[src/rtl/prime_sweep_driver_pkg.sv]
// Shared types and defaults for the prime sweep driver.
// Keeps the checker and driver in agreement on number width.
package prime_sweep_driver_pkg;

  localparam int WIDTH_DEF   = 10;
  localparam int CNT_W_DEF   = 8;
  localparam int TIMEOUT_DEF = 255;

  typedef enum logic [1:0] {
    IDLE,
    ISSUE,
    WAIT,
    FINISH
  } state_t;

endpackage

[src/rtl/prime_sweep_driver_if.sv]
// Request/response handshake between the sweep driver
// and a single prime checker instance.
interface prime_sweep_driver_if
  import prime_sweep_driver_pkg::*;
#(
  parameter int WIDTH = WIDTH_DEF
);

  logic [WIDTH-1:0] check_no;
  logic             check_valid;
  logic             check_ready;
  logic             check_is_prime;

  modport master (
    output check_no,
    output check_valid,
    input  check_ready,
    input  check_is_prime
  );

  modport slave (
    input  check_no,
    input  check_valid,
    output check_ready,
    output check_is_prime
  );

endinterface

[src/rtl/prime_sweep_timer.sv]
// Watchdog counter: clear, count when enabled,
// flag when the count sits at TIMEOUT-1.
module prime_sweep_timer
  import prime_sweep_driver_pkg::*;
#(
  parameter int TIMEOUT = TIMEOUT_DEF
) (
  input  logic clock,
  input  logic reset_n,
  input  logic clear,
  input  logic en,
  output logic tc
);

  localparam int TW = $clog2(TIMEOUT + 1);

  logic [TW-1:0] cnt;

  // count register; clear wins over enable
  always_ff @(posedge clock or negedge reset_n) begin
    if (!reset_n) begin
      cnt <= '0;
    end else if (clear) begin
      cnt <= '0;
    end else if (en) begin
      cnt <= cnt + 1'b1;
    end
  end

  assign tc = (cnt == TW'(TIMEOUT - 1));

endmodule

[src/rtl/prime_sweep_driver.sv]
// Walks an inclusive range through one prime checker,
// streaming primes found with a running count.
module prime_sweep_driver
  import prime_sweep_driver_pkg::*;
#(
  parameter int WIDTH   = WIDTH_DEF,
  parameter int CNT_W   = CNT_W_DEF,
  parameter int TIMEOUT = TIMEOUT_DEF
) (
  input  logic             clock,
  input  logic             reset_n,
  input  logic             start,
  input  logic [WIDTH-1:0] range_lo,
  input  logic [WIDTH-1:0] range_hi,
  output logic             busy,
  output logic             done,
  output logic             timeout_err,
  output logic             prime_valid,
  output logic [WIDTH-1:0] prime_no,
  output logic [CNT_W-1:0] prime_count,
  prime_sweep_driver_if.master chk
);

  state_t           state, state_n;
  logic [WIDTH-1:0] cur, cur_n;
  logic [WIDTH-1:0] hi, hi_n;
  logic             busy_n, done_n, terr_n, pv_n;
  logic [WIDTH-1:0] pno_n;
  logic [CNT_W-1:0] cnt_n;
  logic [WIDTH-1:0] cno_q, cno_n;
  logic             cv_q, cv_n;
  logic             tmr_clr, tmr_en, tmr_tc;

  prime_sweep_timer #(
    .TIMEOUT (TIMEOUT)
  ) u_timer (
    .clock   (clock),
    .reset_n (reset_n),
    .clear   (tmr_clr),
    .en      (tmr_en),
    .tc      (tmr_tc)
  );

  assign chk.check_no    = cno_q;
  assign chk.check_valid = cv_q;

  // next-state and registered-output decode
  always_comb begin
    state_n = state;
    cur_n   = cur;
    hi_n    = hi;
    busy_n  = busy;
    done_n  = 1'b0;
    terr_n  = timeout_err;
    pv_n    = 1'b0;
    pno_n   = prime_no;
    cnt_n   = prime_count;
    cno_n   = cno_q;
    cv_n    = 1'b0;
    tmr_clr = 1'b0;
    tmr_en  = 1'b0;
    unique case (state)
      IDLE: begin
        if (start) begin
          cur_n  = range_lo;
          hi_n   = range_hi;
          cnt_n  = '0;
          terr_n = 1'b0;
          busy_n = 1'b1;
          if (range_lo > range_hi) begin
            state_n = FINISH;
          end else begin
            state_n = ISSUE;
            cv_n    = 1'b1;
            cno_n   = range_lo;
          end
        end
      end
      ISSUE: begin
        tmr_clr = 1'b1;
        state_n = WAIT;
      end
      WAIT: begin
        tmr_en = 1'b1;
        if (chk.check_ready) begin
          if (chk.check_is_prime) begin
            pv_n  = 1'b1;
            pno_n = cur;
            if (prime_count != '1) begin
              cnt_n = prime_count + 1'b1;
            end
          end
          // compare before increment so hi=max never wraps
          if (cur == hi) begin
            state_n = FINISH;
          end else begin
            cur_n   = cur + 1'b1;
            state_n = ISSUE;
            cv_n    = 1'b1;
            cno_n   = cur + 1'b1;
          end
        end else if (tmr_tc) begin
          terr_n  = 1'b1;
          state_n = FINISH;
        end
      end
      FINISH: begin
        done_n  = 1'b1;
        busy_n  = 1'b0;
        state_n = IDLE;
      end
      default: begin
        state_n = IDLE;
      end
    endcase
  end

  // state and output registers
  always_ff @(posedge clock or negedge reset_n) begin
    if (!reset_n) begin
      state       <= IDLE;
      cur         <= '0;
      hi          <= '0;
      busy        <= 1'b0;
      done        <= 1'b0;
      timeout_err <= 1'b0;
      prime_valid <= 1'b0;
      prime_no    <= '0;
      prime_count <= '0;
      cno_q       <= '0;
      cv_q        <= 1'b0;
    end else begin
      state       <= state_n;
      cur         <= cur_n;
      hi          <= hi_n;
      busy        <= busy_n;
      done        <= done_n;
      timeout_err <= terr_n;
      prime_valid <= pv_n;
      prime_no    <= pno_n;
      prime_count <= cnt_n;
      cno_q       <= cno_n;
      cv_q        <= cv_n;
    end
  end

endmodule
[src/flat_wrapper.sv]
// flat-port wrapper written by rule: the top's interface ports become plain ports
module prime_sweep_driver_flat import prime_sweep_driver_pkg::*;
#(
  parameter int WIDTH   = WIDTH_DEF,
  parameter int CNT_W   = CNT_W_DEF,
  parameter int TIMEOUT = TIMEOUT_DEF
)
  (clock, reset_n, start, range_lo, range_hi, busy, done, timeout_err, prime_valid, prime_no, prime_count, chk_check_no, chk_check_valid, chk_check_ready, chk_check_is_prime);
  prime_sweep_driver_if #(.WIDTH(WIDTH)) chk_i ();
  input  logic clock;
  input  logic reset_n;
  input  logic start;
  input  logic [WIDTH-1:0] range_lo;
  input  logic [WIDTH-1:0] range_hi;
  output logic busy;
  output logic done;
  output logic timeout_err;
  output logic prime_valid;
  output logic [WIDTH-1:0] prime_no;
  output logic [CNT_W-1:0] prime_count;
  output wire logic [$bits(chk_i.check_no)-1:0] chk_check_no;
  output wire logic [$bits(chk_i.check_valid)-1:0] chk_check_valid;
  input wire logic [$bits(chk_i.check_ready)-1:0] chk_check_ready;
  input wire logic [$bits(chk_i.check_is_prime)-1:0] chk_check_is_prime;
  assign chk_check_no = chk_i.check_no;
  assign chk_check_valid = chk_i.check_valid;
  assign chk_i.check_ready = chk_check_ready;
  assign chk_i.check_is_prime = chk_check_is_prime;
  prime_sweep_driver #(.WIDTH(WIDTH), .CNT_W(CNT_W), .TIMEOUT(TIMEOUT)) u_core (.clock(clock), .reset_n(reset_n), .start(start), .range_lo(range_lo), .range_hi(range_hi), .busy(busy), .done(done), .timeout_err(timeout_err), .prime_valid(prime_valid), .prime_no(prime_no), .prime_count(prime_count), .chk(chk_i));
endmodule
[config.mk]
export PLATFORM = sky130hd
export DESIGN_NAME = prime_sweep_driver_flat
export DESIGN_NICKNAME = d
export VERILOG_FILES = /design/src/rtl/prime_sweep_driver_pkg.sv /design/src/rtl/prime_sweep_driver_if.sv /design/src/rtl/prime_sweep_timer.sv /design/src/rtl/prime_sweep_driver.sv /design/src/flat_wrapper.sv
export SDC_FILE = /design/constraint.sdc
export NUM_CORES = 1
export LEC_CHECK = 0
export ABC_CLOCK_PERIOD_IN_PS = 2800
export CAP_MARGIN = 40
export CORE_ASPECT_RATIO = 1.5
export CORE_MARGIN = 5
export CORE_UTILIZATION = 53
export CTS_CLUSTER_DIAMETER = 200
export DETAILED_ROUTE_END_ITERATION = 16
export PLACE_DENSITY_LB_ADDON = 0.15
export SLEW_MARGIN = 20
export SYNTH_ARGS = -nofsm -noshare
export SYNTH_HDL_FRONTEND = slang
export SYNTH_SLANG_ARGS = --single-unit
[constraint.sdc]
create_clock -name clock -period 2.8 [get_ports clock]
set_input_delay 0.56 -clock clock [delete_from_list [all_inputs] [get_ports clock]]
set_output_delay 0.56 -clock clock [all_outputs]
set_load 0.02 [all_outputs]
==> flow_metrics.tcl, run 1 <==
set metrics [dict create \
    regToRegStartpoint "u_core.cur[3]" \
    port_buffers 57 \
    ctsResizeCount 0 \
    avgSynthCellArea_sq_um 10.3 \
    worstPathCellList "clkdlybuf4s50_1 > ha_1 > nand4_1 > nor2_1 > a32o_1 > a31oi_1 > a21boi_1 > buf_12 > mux2_4" \
    worst_pin_slew_ps 605 \
    clock_latency_ps 350 \
    row_count 35 \
    vias_per_cell 5.40 \
    start_kind "input port" \
    grt_overflow 0 \
    hold_viol_final 0 \
    antenna_found_initial 0 \
    cts_tree "built" \
    grt_setup_unrepaired "no" \
    yosysWarnings 0 \
    post_drt_wl_per_cell_um 15.4 \
    place_congestion 0.846 \
    synth_cell_types 42 \
    worst_hold_path_type "input port to async pin" \
    synthCells 327 \
    clkTransAtPathRegs_ps 70 \
    holdWs_ps 220 \
    ff2ff_path_depth 7 \
    place_area_sq_um 4050 \
    p_per_area_nw_per_um2 1150 \
    yosysMostFrequentCell "dfrtp_1" \
    grt_pass1_vias 2484 \
    core_sq_um 6170 \
    crit_fanout 10 \
    p_leak_uw 0.00191 \
    finClkSkew_ps 9.17 \
    slew_violations 0 \
    die_area_sq_um 8100 \
    drc 0 \
    max_stage_delay_ps 460 \
    area_delta_synth_final_pct 26.5 \
    crit_path_end_kind "register" \
    drive_gt1_share_pct 14.7 \
    ant_nets 0 \
    peakVddDrop_uv 646 \
    syn-cell-area_sq_um 3370 \
    grt_usage_pct 19.1 \
    ys_top_cells_by_count "dfrtp_1, nor2_1, nand2_1" \
    drt_wl_total_mm 7.21 \
    clock_tree.root_cell "clkbuf_8" \
    synth_area_leader_cell "dfrtp_1" \
    hold_buffers 0 \
    synthesis.nets 370 \
    post_cts_buffers 0 \
    fin_setup_tns_ps 0 \
    grt_max_degree 31 \
    maxSlewHeadroom_pct 59.6 \
    cp-startpoint "range_lo[9]" \
    cts_buffer_depth 2 \
    antenna_cells 0 \
    die_x_um 75.2 \
    start_util_pct 54.7 \
    status "completed" \
    pin_count 58 \
    synthTopCellsByArea "dfrtp_1, ha_1, mux2_2, mux2_4, xnor2_1" \
    cts.sinks 63 \
    drt_first_pass_iters 4 \
    final-setup-viol-count 0 \
    endpoint "u_core.chk.check_no[1]" \
    power_uw 4920 \
    critical_path_class "input port to register" \
    grt_pass1_wl_mm 11.9 \
    h-tree-depth 3 \
    maxCapViolations 0 \
    rrSetupSlack_ps 520 \
    drt_iter0_markers 136 \
    fin_nets 433 \
    post-route-cell-area_sq_um 4270 \
    synth_edf_count 0 \
    required_ps 3030 \
    critPathArrivalTime_ps 2650 \
    numCtsBuffers 9 \
    dpl.hpwl_mm 5.53 \
    fmax_mhz 413 \
    yosys_most_used_dff "dfrtp_1" \
    vias 2533 \
    cp_slowest_cell "clkdlybuf4s50_1" \
    synth-seq-area-share_pct 46.7 \
    min_period_ps 2420 \
    min_period_over_period_pct 86.4 \
    r2r-end "u_core.chk.check_no[1]" \
    fillCellCount 473 \
    die_h_um 108 \
    async_reset_ff_share_pct 100 \
    synth_seq_cells 63 \
    yosys.area.top_type_share_pct 46.7 \
]
## worst max-delay path, delay by kind of cell
family / cells / cell delay [ps]
compound gates: 3 / 490
mux: 1 / 300
buf+inv: 2 / 650
fa+ha+maj: 1 / 340
simple gates: 2 / 300
## how the worst min path moves through the flow
| stage | to | slack [ps] | depth (start not counted) |
|---|---|---|---|
| 3_3_place_gp | u_core.prime_no[2] | 460 | 2 |
| 4_1_cts | u_core.prime_valid | 230 | 1 |
| 5_1_grt | u_core.prime_valid | 260 | 1 |
| 2_1_floorplan | u_core.busy | 260 | 0 |
| 6_report | u_core.prime_valid | 220 | 1 |
| 3_5_place_dp | u_core.hi[1] | 490 | 2 |
## metal layers
metal / wire length, um / share of wire (%) / GRT usage [%] / vias to the layer above
met2: 3590 / 50 / 31.1 / 52
met3: 269 / 3.7 / 3.74 / 15
met5: 0 / 0 / 0 / -
met1: 3160 / 44 / 24.6 / 1199
met4: 181 / 2.5 / 7.38 / 0
li1: - / - / - / 1267
## sequential cells by signal, indices dropped and copies added, names as in the netlist
name / flops
u_core.chk.check_no: 10
u_core.cur: 10
u_core.hi: 10
u_core.prime_no: 10
u_core.prime_count: 8
u_core.u_timer.cnt: 8
u_core.state: 2
u_core.busy: 1
u_core.chk.check_valid: 1
u_core.done: 1
u_core.prime_valid: 1
u_core.timeout_err: 1
## stage by stage
| step | util, % | cells | worst slack (ps) |
|---|---|---|---|
| 4_1_cts | 69.1 | 469 | 386 |
| 3_3_place_gp | 65.6 | 453 | 83.6 |
| 5_1_grt | 69.1 | 469 | 220 |
| 2_1_floorplan | - | 327 | 621 |
| 3_5_place_dp | 65.6 | 453 | 29.0 |
| 6_report | 69.1 | 469 | 381 |
## layout make-up
type / count / area (sq um) / share of cell area, %
clock inverter: 7 / 96.3 / 2.26
multi-input combinational: 228 / 1650 / 38.7
inverter: 22 / 82.6 / 1.93
sequential: 63 / 1580 / 36.9
clock buffer: 9 / 124 / 2.90
tap: 74 / 92.6 / 2.17
timing repair buffer: 66 / 646 / 15.1
## placed cells by master, fill, tap and decap left out, types with 2 or more instances in the layout
cell type        synthesis  layout
clkbuf_8                 0       9
a31oi_1                  2       2
mux2_2                  19      19
nor2_1                  27      27
o21ai_0                 17      17
nor3b_1                  3       3
dfrtp_1                 63      63
buf_4                    0       8
ha_1                    18      18
clkinvlp_4               0       3
xnor2_1                 14      14
o22ai_1                  8       8
nor3_1                   4       4
mux2i_1                  3       3
xor2_1                  12      12
inv_1                   22      22
clkdlybuf4s50_1          0      56
and3_1                   3       3
a21oi_1                 19      19
a21o_1                   2       2
mux2_4                  10      10
bufinv_16                0       2
nand3_1                 13      13
and4_1                   3       3
nand2_1                 26      26
nand4_1                  6       6
nor2b_1                  3       3
## cells by family after synthesis
logic type | synth area share [%]
AND/OR/NAND/NOR | 12.3
multiplexers | 12.0
buffers and inverters | 4.34
XOR/XNOR | 6.75
AO/OA/AOI/OAI | 11.2
adder cells (fa/ha/maj) | 6.67
flip-flops | 46.7
## power breakdown
part / total [uW] / leakage [uW] / internal, uW / switching (uW)
Sequential: 1670 / 0.000774 / 1300 / 369
Combinational: 2380 / 0.00103 / 1240 / 1130
Clock: 875 / 0.000102 / 502 / 373
Power figures use the tool's default switching activity.
==> run 2: changes to the inputs <==
SLEW_MARGIN = default   (was 20)
==> results of run 2 <==
Final layout, timing and power as in run 1 (identical DEF).
==> run 3: changes to the inputs <==
SETUP_SLACK_MARGIN = 0.4   (was default)
==> flow_metrics.tcl, run 3 (synthesized netlist as in run 1, its figures left out) <==
set metrics [dict create \
    status "completed" \
    row_count 35 \
    preCtsSetupSlack_ps 29.0 \
    start_kind "input port" \
    worst_hold_path_type "input port to async pin" \
    rrSetupSlack_ps 520 \
    crit_fanout 5 \
    grt_setup_unrepaired "no" \
    area_delta_synth_final_pct 31.4 \
    die_h_um 108 \
    layout_setup_ws_ps 442 \
    required_ps 3030 \
    clock_tree.root_cell "clkbuf_8" \
    p_per_area_nw_per_um2 1140 \
    grt_max_degree 31 \
    cts_buffer_depth 2 \
    final_common_cell "dfrtp_1" \
    hold_buffers 0 \
    min_period_ps 2360 \
    peakVddDrop_uv 656 \
    cts_tree "built" \
    drt_wl_total_mm 7.57 \
    fmax_mhz 424 \
    numCtsBuffers 9 \
    holdWs_ps 222 \
    core_sq_um 6170 \
    ff2ff_path_depth 7 \
    grt_overflow 0 \
    antenna_found_initial 0 \
    drc 0 \
    die_x_um 75.2 \
    port_buffers 57 \
    start_util_pct 54.7 \
    grt_usage_pct 19.1 \
    multi_input_area_sq_um 1770 \
    drive_gt1_share_pct 19.2 \
    pin_count 58 \
    vias 2586 \
    final_cell_mix "dfrtp_1, clkdlybuf4s50_1, nand2_1, nor2_1, mux2_2" \
    critPathArrivalTime_ps 2580 \
    post_drt_wl_per_cell_um 16.1 \
    cts.sinks 63 \
    grt_pass1_vias 2484 \
    maxCapViolations 0 \
    drt_iter0_markers 165 \
    fillCellCount 444 \
    fin_setup_tns_ps 0 \
    crit_path_end_kind "register" \
    final-setup-viol-count 0 \
    grt_pass1_wl_mm 11.9 \
    worst_pin_slew_ps 608 \
    regToRegStartpoint "u_core.cur[3]" \
    min_period_over_period_pct 84.2 \
    slew_violations 0 \
    hold_viol_final 0 \
    critical_path_class "input port to register" \
    finClkSkew_ps 9.82 \
    place_congestion 0.846 \
    p_leak_uw 0.00201 \
    antenna_cells 0 \
    drt_first_pass_iters 4 \
    fin_nets 434 \
    clkTransAtPathRegs_ps 80 \
    dpl.hpwl_mm 5.53 \
    clock_latency_ps 340 \
    h-tree-depth 3 \
    ant_nets 0 \
    vias_per_cell 5.50 \
    maxSlewHeadroom_pct 59.5 \
    power_uw 5050 \
    r2r-end "u_core.chk.check_no[1]" \
    die_area_sq_um 8100 \
    regArea_sq_um 1580 \
]
run 3: changes by cell type in the layout (fill, tap and decap cells not counted), sizes merged:
cell           delta
dlymetal6s2s      +9
clkdlybuf4s50     -9
clkbuf            +1
run 3: worst max-delay path by stage:
stage,endpoint,from
floorplan,u_core.chk.check_no[0],range_hi[9]
global placement,u_core.chk.check_no[5],range_lo[9]
detailed placement,u_core.chk.check_no[0],range_lo[9]
CTS,u_core.chk.check_no[1],range_lo[9]
global route,u_core.chk.check_no[1],range_lo[3]
finish,u_core.chk.check_no[1],range_lo[3]
run 3: layer usage:
metal / routed length (um) / up-vias / global-route usage [%]
met5: 0 / - / 0
met4: 185 / 0 / 7.38
met3: 359 / 17 / 3.74
met2: 3800 / 77 / 31.1
met1: 3220 / 1224 / 24.6
li1: - / 1268 / -
run 3: final cells by class:
| cell class | instances | share of cell area [%] |
|---|---|---|
| multi-input combinational | 228 | 39.9 |
| inverter | 22 | 1.86 |
| sequential | 63 | 35.6 |
| clock buffer | 9 | 2.79 |
| clock inverter | 7 | 2.17 |
| timing repair buffer | 67 | 15.6 |
| tap | 74 | 2.09 |
run 3: critical path, cell delays in order:
cell,delay [ps]
clkdlybuf4s50_1,500
ha_4,320
nand4_1,110
nor2_2,140
a32o_2,200
a31oi_4,50
a21boi_4,230
clkbuf_16,190
mux2_4,290
run 3: what timing repair did:
| action | in CTS | in global routing |
|---|---|---|
| pin swaps | 1 | 8 |
| gates cloned | 0 | 1 |
| endpoints found under the hold margin | 0 | 0 |
| resized for setup | 0 | 30 |
| setup endpoints to repair | 10 | 10 |
| setup buffers | 0 | 0 |
run 3: stage by stage:
step                area, sq um  std cells  utilization (%)
floorplan                  3370        327                -
CTS                        4270        469             69.1
global route               4430        470             71.8
global placement           4050        453             65.6
detailed placement         4050        453             65.6
finish                     4430        470             71.8
run 3: report_power, final:
group / leakage, uW / internal, uW / switching (uW) / total, uW
clock: 0.000102 / 502 / 374 / 876
combinational: 0.00113 / 1320 / 1180 / 2500
sequential: 0.000774 / 1300 / 369 / 1670
